--- src/rtl/seg7_pkg.sv ---
// Shared constants and types for the 7-segment loop-back monitor.
// Segment patterns are active low, bit order {g,f,e,d,c,b,a}.
package seg7_pkg;

    localparam logic [6:0] SEG_0     = 7'b1000000;
    localparam logic [6:0] SEG_1     = 7'b1111001;
    localparam logic [6:0] SEG_2     = 7'b0100100;
    localparam logic [6:0] SEG_3     = 7'b0110000;
    localparam logic [6:0] SEG_4     = 7'b0011001;
    localparam logic [6:0] SEG_5     = 7'b0010010;
    localparam logic [6:0] SEG_6     = 7'b0000010;
    localparam logic [6:0] SEG_7     = 7'b1111000;
    localparam logic [6:0] SEG_8     = 7'b0000000;
    localparam logic [6:0] SEG_9     = 7'b0010000;
    localparam logic [6:0] SEG_BLANK = 7'b1111111;

    localparam int NUM_DIGITS = 4;

    localparam int ERR_SEG   = 0;
    localparam int ERR_AN    = 1;
    localparam int ERR_RANGE = 2;

    typedef enum logic [1:0] {
        IDLE    = 2'd0,
        COLLECT = 2'd1,
        PUBLISH = 2'd2
    } state_t;

endpackage

--- src/rtl/seg7_pattern_decode.sv ---
// Combinational active-low segment pattern to BCD decoder.
// Blank decodes to 0; unknown patterns report !ok_o and digit 0.
module seg7_pattern_decode
    import seg7_pkg::*;
(
    input  logic [6:0] pattern_i,
    output logic       ok_o,
    output logic [3:0] digit_o
);

    always_comb begin
        ok_o    = 1'b1;
        digit_o = 4'd0;
        case (pattern_i)
            SEG_0:     digit_o = 4'd0;
            SEG_1:     digit_o = 4'd1;
            SEG_2:     digit_o = 4'd2;
            SEG_3:     digit_o = 4'd3;
            SEG_4:     digit_o = 4'd4;
            SEG_5:     digit_o = 4'd5;
            SEG_6:     digit_o = 4'd6;
            SEG_7:     digit_o = 4'd7;
            SEG_8:     digit_o = 4'd8;
            SEG_9:     digit_o = 4'd9;
            SEG_BLANK: digit_o = 4'd0;
            default:   ok_o    = 1'b0;
        endcase
    end

endmodule

--- src/rtl/seg7_scan_decoder.sv ---
// Loop-back monitor for the multiplexed 4-digit display bus: debounces each
// digit dwell, decodes it, and publishes the reassembled value per full scan.
module seg7_scan_decoder
    import seg7_pkg::*;
#(
    parameter int SETTLE  = 4,
    parameter int TIMEOUT = 65536
) (
    input  logic        clk,
    input  logic        rst_n,
    input  logic [6:0]  seg,
    input  logic [3:0]  an,
    input  logic        dp,
    output logic [7:0]  value,
    output logic [15:0] digits,
    output logic        valid,
    output logic        frame_done,
    output logic [2:0]  err
);

    localparam int TW = $clog2(TIMEOUT + 1);

    logic [6:0]    seg_q;
    logic [3:0]    an_q;
    logic [10:0]   sample;
    logic [10:0]   prev_q;
    logic [7:0]    stab_q, stab_d;
    logic [TW-1:0] tmo_q, tmo_d;
    state_t        state_q, state_d;
    logic [3:0]    dreg_q [NUM_DIGITS];
    logic [3:0]    mask_q, mask_d;
    logic [1:0]    acc_q, acc_d;

    logic [7:0]    value_q;
    logic [15:0]   digits_q;
    logic          valid_q, frame_done_q;
    logic [2:0]    err_q;

    logic          capture_w, cap_event, cap_digit, cap_conflict, cap_bad_seg;
    logic [3:0]    cap_an, cap_onehot;
    logic [6:0]    cap_seg;
    logic [2:0]    zero_cnt;
    logic [1:0]    zero_idx;
    logic          seg_ok;
    logic [3:0]    seg_digit;
    logic          publish_w, abort_w, range_w;
    logic [9:0]    sum_w;
    logic [2:0]    err_pub;

    logic unused_dp;
    assign unused_dp = dp;

    // Idle bus values on reset so the debouncer never captures a phantom dwell.
    always_ff @(posedge clk or negedge rst_n) begin
        if (!rst_n) begin
            seg_q  <= SEG_BLANK;
            an_q   <= 4'hF;
            prev_q <= {4'hF, SEG_BLANK};
            stab_q <= 8'd0;
        end else begin
            seg_q  <= seg;
            an_q   <= an;
            prev_q <= sample;
            stab_q <= stab_d;
        end
    end

    assign sample = {an_q, seg_q};

    always_comb begin
        if (sample != prev_q)
            stab_d = 8'd0;
        else if (stab_q == 8'(SETTLE))
            stab_d = stab_q;
        else
            stab_d = stab_q + 8'd1;
    end

    // prev_q holds the settled pattern whenever the count sits at SETTLE-1.
    assign capture_w = (stab_q == 8'(SETTLE - 1));
    assign cap_an    = prev_q[10:7];
    assign cap_seg   = prev_q[6:0];

    always_comb begin
        zero_cnt = 3'd0;
        zero_idx = 2'd0;
        for (int i = 0; i < NUM_DIGITS; i++) begin
            if (!cap_an[i]) begin
                zero_cnt = zero_cnt + 3'd1;
                zero_idx = 2'(i);
            end
        end
    end

    seg7_pattern_decode u_decode (
        .pattern_i (cap_seg),
        .ok_o      (seg_ok),
        .digit_o   (seg_digit)
    );

    assign cap_event    = capture_w && (zero_cnt != 3'd0);
    assign cap_digit    = capture_w && (zero_cnt == 3'd1);
    assign cap_conflict = capture_w && (zero_cnt > 3'd1);
    assign cap_bad_seg  = cap_digit && !seg_ok;
    assign cap_onehot   = cap_digit ? (4'b0001 << zero_idx) : 4'b0000;

    always_ff @(posedge clk or negedge rst_n) begin
        if (!rst_n)
            state_q <= IDLE;
        else
            state_q <= state_d;
    end

    always_comb begin
        state_d = state_q;
        case (state_q)
            IDLE:    if (cap_event) state_d = COLLECT;
            COLLECT: begin
                if (cap_event && (mask_d == 4'hF))
                    state_d = PUBLISH;
                else if (abort_w)
                    state_d = IDLE;
            end
            PUBLISH: state_d = cap_event ? COLLECT : IDLE;
            default: state_d = IDLE;
        endcase
    end

    always_comb begin
        publish_w = 1'b0;
        abort_w   = 1'b0;
        case (state_q)
            PUBLISH: publish_w = 1'b1;
            COLLECT: abort_w   = !cap_event && (tmo_q == TW'(TIMEOUT - 1));
            default: ;
        endcase
    end

    // A capture in the publish cycle starts the next frame from a clean mask.
    always_comb begin
        mask_d = ((publish_w || abort_w) ? 4'b0000 : mask_q) | cap_onehot;
        acc_d  = ((publish_w || abort_w) ? 2'b00 : acc_q) | {cap_conflict, cap_bad_seg};
        tmo_d  = (cap_event || state_q != COLLECT) ? '0 : tmo_q + TW'(1);
    end

    always_ff @(posedge clk or negedge rst_n) begin
        if (!rst_n) begin
            mask_q <= 4'b0000;
            acc_q  <= 2'b00;
            tmo_q  <= '0;
        end else begin
            mask_q <= mask_d;
            acc_q  <= acc_d;
            tmo_q  <= tmo_d;
        end
    end

    for (genvar gi = 0; gi < NUM_DIGITS; gi++) begin : g_dreg
        always_ff @(posedge clk or negedge rst_n) begin
            if (!rst_n)
                dreg_q[gi] <= 4'd0;
            else if (cap_onehot[gi])
                dreg_q[gi] <= seg_digit;
        end
    end

    assign sum_w   = {6'd0, dreg_q[2]} * 10'd100 + {6'd0, dreg_q[1]} * 10'd10 + {6'd0, dreg_q[0]};
    assign range_w = (dreg_q[3] != 4'd0) || (sum_w > 10'd255);
    always_comb begin
        err_pub            = {1'b0, acc_q};
        err_pub[ERR_RANGE] = range_w;
    end

    always_ff @(posedge clk or negedge rst_n) begin
        if (!rst_n) begin
            value_q      <= 8'd0;
            digits_q     <= 16'd0;
            valid_q      <= 1'b0;
            frame_done_q <= 1'b0;
            err_q        <= 3'd0;
        end else begin
            frame_done_q <= publish_w;
            if (publish_w) begin
                err_q    <= err_pub;
                digits_q <= {dreg_q[3], dreg_q[2], dreg_q[1], dreg_q[0]};
                if (err_pub == 3'd0) begin
                    value_q <= sum_w[7:0];
                    valid_q <= 1'b1;
                end else begin
                    valid_q <= 1'b0;
                end
            end
        end
    end

    assign value      = value_q;
    assign digits     = digits_q;
    assign valid      = valid_q;
    assign frame_done = frame_done_q;
    assign err        = err_q;

endmodule

--- config.mk ---
export PLATFORM = sky130hd
export DESIGN_NAME = seg7_scan_decoder
export DESIGN_NICKNAME = d
export VERILOG_FILES = /design/src/rtl/seg7_pkg.sv /design/src/rtl/seg7_pattern_decode.sv /design/src/rtl/seg7_scan_decoder.sv
export SDC_FILE = /design/constraint.sdc
export NUM_CORES = 1
export LEC_CHECK = 0
export ABC_CLOCK_PERIOD_IN_PS = 3300
export CAP_MARGIN = 25
export CORE_ASPECT_RATIO = 1.4
export CORE_UTILIZATION = 30
export DETAILED_ROUTE_END_ITERATION = 6
export DONT_BUFFER_PORTS = 1
export SETUP_SLACK_MARGIN = 0.2
export SLEW_MARGIN = 40
export SYNTH_ARGS = -nofsm -noshare
export SYNTH_HDL_FRONTEND = slang
export SYNTH_SLANG_ARGS = --single-unit
--- constraint.sdc ---
create_clock -name clk -period 3.3 [get_ports clk]
set_input_delay 0.66 -clock clk [delete_from_list [all_inputs] [get_ports clk]]
set_output_delay 0.66 -clock clk [all_outputs]
set_load 0.02 [all_outputs]
# == Yosys cells after proc, flatten, opt, wreduce, memory -nomap -nowiden ==
# Cells that the tools add are included.
# op_classes
muxes,23
shift,1
eq_ne,22
addsub,7
multipliers,2
n_div,0
order_cmp,2
n_bitwise,2
reduce_logical,19
# op_table
cell,n
$pmux W4 S9,1
$eq A7 B7 Y1 const B,4
$eq A7 B5 Y1 const B,3
$add A17 B1 Y17 const B,1
$eq A17 B16 Y1 const B,1
$mux W17,1
$mux W8,2
$eq A7 B6 Y1 const B,2
$mux W2,6
$ne A11 B11 Y1,1
$reduce_or A11 Y1,1
$add A10 B4 Y10,1
$add A10 B8 Y10,1
$gt A10 B8 Y1 const B,1
$add A3 B1 Y3 const B,3
$mux W3,3
$add A8 B1 Y8 const B,1
$eq A8 B2 Y1 const B,1
$eq A8 B3 Y1 const B,1
$mul A4 B5 Y8 const B,1
$mux W4,2
$eq A7 B2 Y1 const B,1
$logic_not A7 Y1,1
$mul A4 B3 Y7 const B,1
21 further kinds,37
# word_totals
mem_bits_ro,0
latch_bits,0
mem_bits_rw,0
elab_cells,95
reg_bits,100
output_inout_bits,29
n_memories,0

# == Depth between registers and ports, before layout ==
# Gate-level depths: netlist (run 1).
# logic_depth
word_depth,19
ltp_mapped,13
depth_no_buf,13

# == Modules after synthesis ==
# From an unflattened synthesis (run 1), not the netlist that was laid out.
# unflattened
cells_unflattened,455
hier_area_um2,5013.6
# by_module_without_submodules
module,area_each_um2,cells_each,n_inst
seg7_scan_decoder,4794.6,423,1
seg7_pattern_decode,219.0,32,1

# == Worst setup path before layout (run 1) ==
# OpenSTA, ideal clock, no wires.
# synth_path
path_type,reg2reg
startpoint,register dreg_q[9] (netlist name)
endpoint,"register value_q[0], in the netlist value[0]"
required_ns,3.175
path_stages_with_launch,12
arrival_ns,3.268
period_less_slack_ns,3.393
setup_ns,0.125
n_path_buf,0
setup_slack_ns,-0.093
cell_sequence,dfrtp_1 -> ha_1 -> ha_1 -> fa_1 -> ha_1 -> ha_1 -> o21ai_0 -> a31oi_1 -> o41ai_1 -> xnor2_1 -> nand4_2 -> mux2_2
# synth_between
elab_chain_cells,7
# synth_lines
element,line_no,text
"start, declared",seg7_scan_decoder.sv:30,logic [3:0] dreg_q [NUM_DIGITS];
"start signal, assigned by index",seg7_scan_decoder.sv:163,dreg_q[gi] <= seg_digit;
$mul A4 B3 Y7,seg7_scan_decoder.sv:167,"assign sum_w = {6'd0, dreg_q[2]} * 10'd100 + {6'd0, dreg_q[1]} * 10'd10 + {6'd0, dreg_q[0]};"
$add A10 B8 Y10,seg7_scan_decoder.sv:167,
$add A10 B4 Y10,seg7_scan_decoder.sv:167,
$gt A10 B8 Y1,seg7_scan_decoder.sv:168,assign range_w = (dreg_q[3] != 4'd0) || (sum_w > 10'd255);
$logic_or A1 B1 Y1,seg7_scan_decoder.sv:168,
$logic_not A3 Y1,seg7_scan_decoder.sv:186,if (err_pub == 3'd0) begin
$reduce_and A2 Y1 (no line),-,
"end signal, assigned",seg7_scan_decoder.sv:187,value_q <= sum_w[7:0];
"end, declared",seg7_scan_decoder.sv:34,logic [7:0] value_q;
# No other way between the ends.
# A chain may end at the register's enable or synchronous reset.

# == Worst setup path after layout (run 1) ==
# layout_path
startpoint,register dreg_q[5] (netlist name)
endpoint,"register value_q[3], in the netlist value[3]"
# layout_between
elab_chain_cells,7
# layout_lines
element,line_no
$mul A4 B5 Y8 (*),seg7_scan_decoder.sv:167
$add A10 B8 Y10 (*),seg7_scan_decoder.sv:167
$add A10 B4 Y10 (*),seg7_scan_decoder.sv:167
$gt A10 B8 Y1,seg7_scan_decoder.sv:168
$logic_or A1 B1 Y1,seg7_scan_decoder.sv:168
$logic_not A3 Y1,seg7_scan_decoder.sv:186
$reduce_and A2 Y1 (no line),-
# Every way passes the cells marked *; elsewhere a longest branch is shown, timed or not.

==> results of run 1 <==
==> per-stage QoR <==
stage               util [%]  setup TNS, ns  hold slack (ns)  cell area [sq um]  total power, mW
floorplan                  -              0           0.3598               4974            1.336
global placement       32.70      -0.003909           0.3629               5265            1.345
detailed placement     32.72        -0.2781           0.3661               5269            1.350
CTS                    35.38              0           0.1423               5698            2.527
global route           36.09        -0.4859           0.1372               5812            2.587
finish                 36.09              0           0.1540               5812            2.488
==> registers in the layout, summed over array words and instances, names as in the netlist <==
| name | count |
|---|---|
| tmo_q | 17 |
| mask_q | 4 |
| dreg_q | 16 |
| valid | 1 |
| seg_q | 7 |
| frame_done | 1 |
| value | 8 |
| digits | 16 |
| acc_q | 2 |
| an_q | 4 |
| prev_q | 11 |
| stab_q | 8 |
| state_q | 2 |
| err | 3 |
==> what timing repair did <==
item                                    CTS  global route
pin swaps                                 4             7
hold buffers                              2             0
endpoints found under the setup margin    8            12
buffers inserted                          3             2
gates resized for setup                   6            14
endpoints found under the hold margin    66             0
gates cloned                              0             1
==> cells by family after synthesis <==
kind of cell	Yosys count
adder cells (fa/ha/maj)	35
multiplexers	25
AO/OA/AOI/OAI	45
AND/OR/NAND/NOR	170
XOR/XNOR	46
flip-flops	100
buffers and inverters	35
==> cells in the final DEF (no fill, tap or decap), drive strengths merged, types with 4 or more instances in the layout <==
cell type | synthesis | layout
dfstp | 22 | 22
clkbuf | 15 | 11
nor2 | 45 | 45
and3 | 6 | 6
inv | 18 | 18
xor2 | 27 | 27
a31oi | 4 | 4
ha | 30 | 30
nand4b | 4 | 4
dfrtp | 78 | 78
xnor2 | 19 | 19
nand3 | 15 | 15
nand2 | 66 | 66
mux2 | 24 | 24
o21ai | 13 | 13
nor3 | 8 | 8
fa | 5 | 5
nor2b | 8 | 8
buf | 1 | 21
clkinv | 1 | 4
a21oi | 12 | 12
==> routing by layer <==
metal	up-vias	wire [microns]	track usage, %	part of all wire [%]
li1	1567	-	-	-
met1	1584	4143	14.28	41
met2	51	5288	22.08	53
met3	19	276	2.431	2.8
met4	0	277	6.704	2.8
met5	-	0	0	0
==> area by class of cell <==
type                    count  area [sq um]
fillers                  1557         10290
flip-flops and latches    100          2531
multi-input cells         321          2445
clock buffers              11         252.7
well taps                 199         249.0
repair buffers             22         188.9
clock inverters             5         73.82
inverters                  19         71.32
==> synth_stat cells, drive strengths merged (4+ instances only) <==
master,instances
a21oi,12
a31oi,4
and3,6
clkbuf,15
dfrtp,78
dfstp,22
fa,5
ha,30
inv,18
mux2,24
nand2,66
nand3,15
nand4b,4
nor2,45
nor2b,8
nor3,8
o21ai,13
xnor2,19
xor2,27
==> worst paths after layout <==
kind | startpoint | end
max | dreg_q[5] | value[3]
min | rst_n | an_q[0]
max reg2reg | dreg_q[5] | value[3]
min reg2reg | an_q[2] | prev_q[9]
max in group asynchronous | rst_n | value[5]
min in group clk | an[0] | an_q[0]
==> report_power, final <==
part           internal [mW]  switching (mW)  total, mW
registers               1.25          0.0209       1.27
clock network          0.700           0.435       1.13
logic                 0.0322          0.0484     0.0806
==> results.cfg, run 1 <==
[synthesis]
synthAdderAreaFrac_pct = 9.672
synthXorXnorAreaFrac_pct = 8.195
synth_top_family_by_area = simple AND/OR/NAND/NOR gates
yosysTopAreaCell = dfrtp_1
synth_area_sq_mm = 0.004916
synth_compound_area_share_pct = 5.727
syn_nets = 505
ys_seq_area_share_pct = 51.46
synthDistinctLibCells = 48
synthArstFlopShare_pct = 100.0
synthSimpleGateAreaFrac_pct = 16.52
avgSynthCellArea_sq_um = 10.78
yosysWarnings = 0
synth_flop_cell = dfrtp_1
syn_inst = 456
synth.mux.area_fraction_pct = 5.701
ys_ff_latch = 100
synth_edf_count = 0
synth.top_cell.area_share_pct = 39.70
ys_top_cells_by_area = dfrtp_1, dfstp_2, ha_1

[floorplanning]
die_h_microns = 153.5
start_util_pct = 30.53
die_width_microns = 110.2
core_sq_mm = 0.01610
fp.dieArea_sq_mm = 0.01691
io_pins = 43
row_count = 55

[critical_path]
reg2reg_depth = 14
cp_cell_sequence = ha_4 -> ha_2 -> inv_1 -> fa_1 -> inv_1 -> ha_4 -> ha_4 -> o21ai_0 -> nand2b_1 -> o41ai_4 -> xnor2_2 -> nand4_2 -> buf_6 -> mux2_4
start_kind = flop
cp_data_arrival_time_ns = 3.52
rrSetupSlack_ns = 0.01
cp.depth = 14
critPathSlowestCell = fa_1
max_stage_delay_ns = 0.47
critical-path-top-delay-family = adder cells
cp_max_fo = 5
path_common_cell = ha_4
crit_type = flop to flop
cp-end-kind = flop
cp_num_buf_inv = 3
cp.required_ns = 3.53

[timing]
hold_viol_final = 0
max_freq_mhz = 303.9
drv_slew = 0
rsz0062_at_grt = true
slew_headroom_pct = 48.52
worstMarginPinSlew_ns = 0.7663
setup_ws_ns = 0.009683
finalCriticalPeriod_ns = 3.290
setup_viol = 0
fin_skew_ns = 0.008337
period_share_pct = 99.71

[drt]
drtIter0Drc = 140
firstDrtPassIters = 6
vias = 3221
avgRoutedWirePerCell_microns = 14.75
avgViaCountPerCell = 4.758
drc = 0
ant_nets = 0
wirelength_microns = 9986

[global_route]
grt_pass1_wl_microns = 16190
grt_max_degree = 67
grt_pass1_vias = 3297
gr-total-overflow = 0
antenna_found_initial = 0
globalRouteTotalUtil_pct = 12.67

[job]
cap_violations = 0

[clock_tree]
clkSinkCount = 100
cts.clk_slew.worst_paths_ns = 0.06
clk_latency_ns = 0.35
cts_tree = yes
htree_levels = 3
numCtsBuffers = 9
cts_buffer_depth = 2
root_buffer = clkbuf_16

[place]
gp_congestion = 0.8126
dp_slack_ns = -0.05947
port_buffers = 0
dp.cells = 653
dp_hpwl_microns = 6991

[power_and_ir_drop]
p_leak_nw = 2.681
p_per_area_mw_per_mm2 = 428.1
irDropWorstVdd_mv = 0.2513

[final_layout]
area_growth_pct = 18.22
drive_above_1_share_pct = 22.59
nets = 522
diodes = 0
stdcell_count = 677

[run_status]
status = finished, final reports clean

[min_path]
hold_class = primary input to asynchronous set/reset pin
No activity file was read; power rests on OpenSTA's default activity.
==> inputs of run 2 (changes only) <==
--- a/config.mk
+++ b/config.mk
@@ -11,7 +11,6 @@
 export CORE_UTILIZATION = 30
 export DETAILED_ROUTE_END_ITERATION = 6
 export DONT_BUFFER_PORTS = 1
-export SETUP_SLACK_MARGIN = 0.2
 export SLEW_MARGIN = 40
 export SYNTH_ARGS = -nofsm -noshare
 export SYNTH_HDL_FRONTEND = slang
==> run 2 against run 1 <==
Compared with the run above:
- count of clock-buffer cells in the layout is the same
- sequential share of layout area grew 0.90 points
- via count grew 0.75%
==> results.cfg, run 2 (same netlist as run 1, synthesis figures left out) <==
[final_layout]
multiInputGateArea_sq_mm = 0.002409
largest_register_ff_count = 17
drive_above_1_share_pct = 20.68
design_area_sq_mm = 0.005692
seq_area_sq_mm = 0.002530
nets = 518
largest-register = tmo_q
area_growth_pct = 15.78
postLayoutCoreUtil_pct = 35.35
diodes = 0
nFillCells = 1605
final_cell_mix = dfrtp_1, nand2_1, nor2_1, xor2_1, mux2_2
final_common_cell = dfrtp_1

[critical_path]
endpoint = value[0]
start_kind = flop
cp_max_fo = 5
worstSetupStartpoint = dreg_q[11]
crit_type = flop to flop
reg2reg_depth = 12
cp-end-kind = flop
rrSetupSlack_ns = 0.0007
timing.rr.end = value[0]
cp_data_arrival_time_ns = 3.53
cp.required_ns = 3.53
r2r-start = dreg_q[11]

[timing]
hold_slack_ns = 0.1541
setup_viol = 0
worstMarginPinSlew_ns = 0.8299
rsz0062_at_grt = true
hold_viol_final = 0
max_freq_mhz = 303.1
period_share_pct = 99.98
drv_slew = 0
fin_skew_ns = 0.007439
finalCriticalPeriod_ns = 3.299
slew_headroom_pct = 44.25

[clock_tree]
cts_tree = yes
cts_buffer_depth = 2
cts.clk_slew.worst_paths_ns = 0.07
numCtsBuffers = 9
clk_latency_ns = 0.35
htree_levels = 3
clkSinkCount = 100
root_buffer = clkbuf_16

[floorplanning]
die_width_microns = 110.2
fp.dieArea_sq_mm = 0.01691
row_count = 55
start_util_pct = 30.53
io_pins = 43
core_sq_mm = 0.01610
die_h_microns = 153.5

[global_route]
grt_pass1_wl_microns = 16460
globalRouteTotalUtil_pct = 12.91
grt_pass1_vias = 3329
antenna_found_initial = 0
grt_max_degree = 53
gr-total-overflow = 0

[drt]
firstDrtPassIters = 4
drtIter0Drc = 155
vias = 3245
wirelength_microns = 10020
ant_nets = 0
drc = 0
avgRoutedWirePerCell_microns = 14.88
avgViaCountPerCell = 4.822

[run_status]
status = finished, final reports clean

[power_and_ir_drop]
p_per_area_mw_per_mm2 = 407.9
irDropWorstVdd_mv = 0.2023
p_leak_nw = 2.620
power_mw = 2.322

[place]
dpl_cell_area_sq_mm = 0.005211
dp_hpwl_microns = 7092
gp_congestion = 0.8090
port_buffers = 0

[min_path]
hold_class = primary input to asynchronous set/reset pin

[job]
cap_violations = 0
## run 2: cell count changes in the layout (fill, tap and decap cells not counted), moves of 2 or more
cell | before | now
buf_4 | 18 | 13
bufinv_16 | 2 | 0
clkbuf_1 | 0 | 2
clkbuf_8 | 2 | 0
clkinvlp_4 | 0 | 2
mux2_2 | 22 | 24
mux2_4 | 2 | 0
## run 2: repair_timing
| action | CTS | global route |
|---|---|---|
| pin swaps | 5 | 11 |
| hold buffers | 3 | 0 |
| endpoints found under the hold margin | 52 | 0 |
| gates cloned | 1 | 0 |
| endpoints found under the setup margin | 8 | 8 |
| setup buffers | 1 | 0 |
| resized for setup | 13 | 9 |
## run 2: worst min-delay path by stage
| stage | startpoint | end | slack (ns) | cells after the start |
|---|---|---|---|---|
| floorplan | rst_n | acc_q[0] | 0.36 | 0 |
| global placement | seg_q[1] | prev_q[1] | 0.36 | 0 |
| detailed placement | an_q[2] | prev_q[9] | 0.36 | 0 |
| CTS | rst_n | an_q[3] | 0.14 | 0 |
| global route | rst_n | an_q[3] | 0.14 | 0 |
| finish | rst_n | an_q[3] | 0.15 | 0 |
## run 2: cell type report
type / instances / area share (%)
clock buffer: 11 / 4.089
multi-input combinational: 321 / 42.32
inverter: 19 / 1.253
clock inverter: 5 / 0.6595
sequential: 100 / 44.45
tap: 199 / 4.375
timing repair buffer: 18 / 2.858
## run 2: metal layers
metal  wire length [microns]  GRT usage, %
met5                       0             0
met4                     215         5.890
met3                     244         2.345
met1                    4055         14.21
met2                    5501         23.42
## run 2: where the power goes
group,switching (mW),internal (mW)
combinational,0.0478,0.0316
sequential,0.0208,1.25
clock,0.456,0.514
## run 2: worst max-delay path, cell delays in order, from the launching register on
cell and delay [ns]:
dfrtp_1 0.41, ha_4 0.26, ha_4 0.16, fa_2 0.56
ha_4 0.21, ha_4 0.22, o21ai_4 0.19, o21bai_1 0.09
a21oi_1 0.21, xor2_1 0.26, nand4_2 0.18, buf_6 0.17
mux2_2 0.26
## run 2: through the flow
step | setup TNS [ns] | setup slack, ns | std cells
after floorplan | 0 | 0.02706 | 456
after global placement | -0.2234 | -0.02998 | 652
after detailed placement | -0.6773 | -0.08943 | 652
after CTS | -0.1807 | -0.02774 | 673
after global routing | -0.7024 | -0.1004 | 673
final | 0 | 0.0007279 | 673
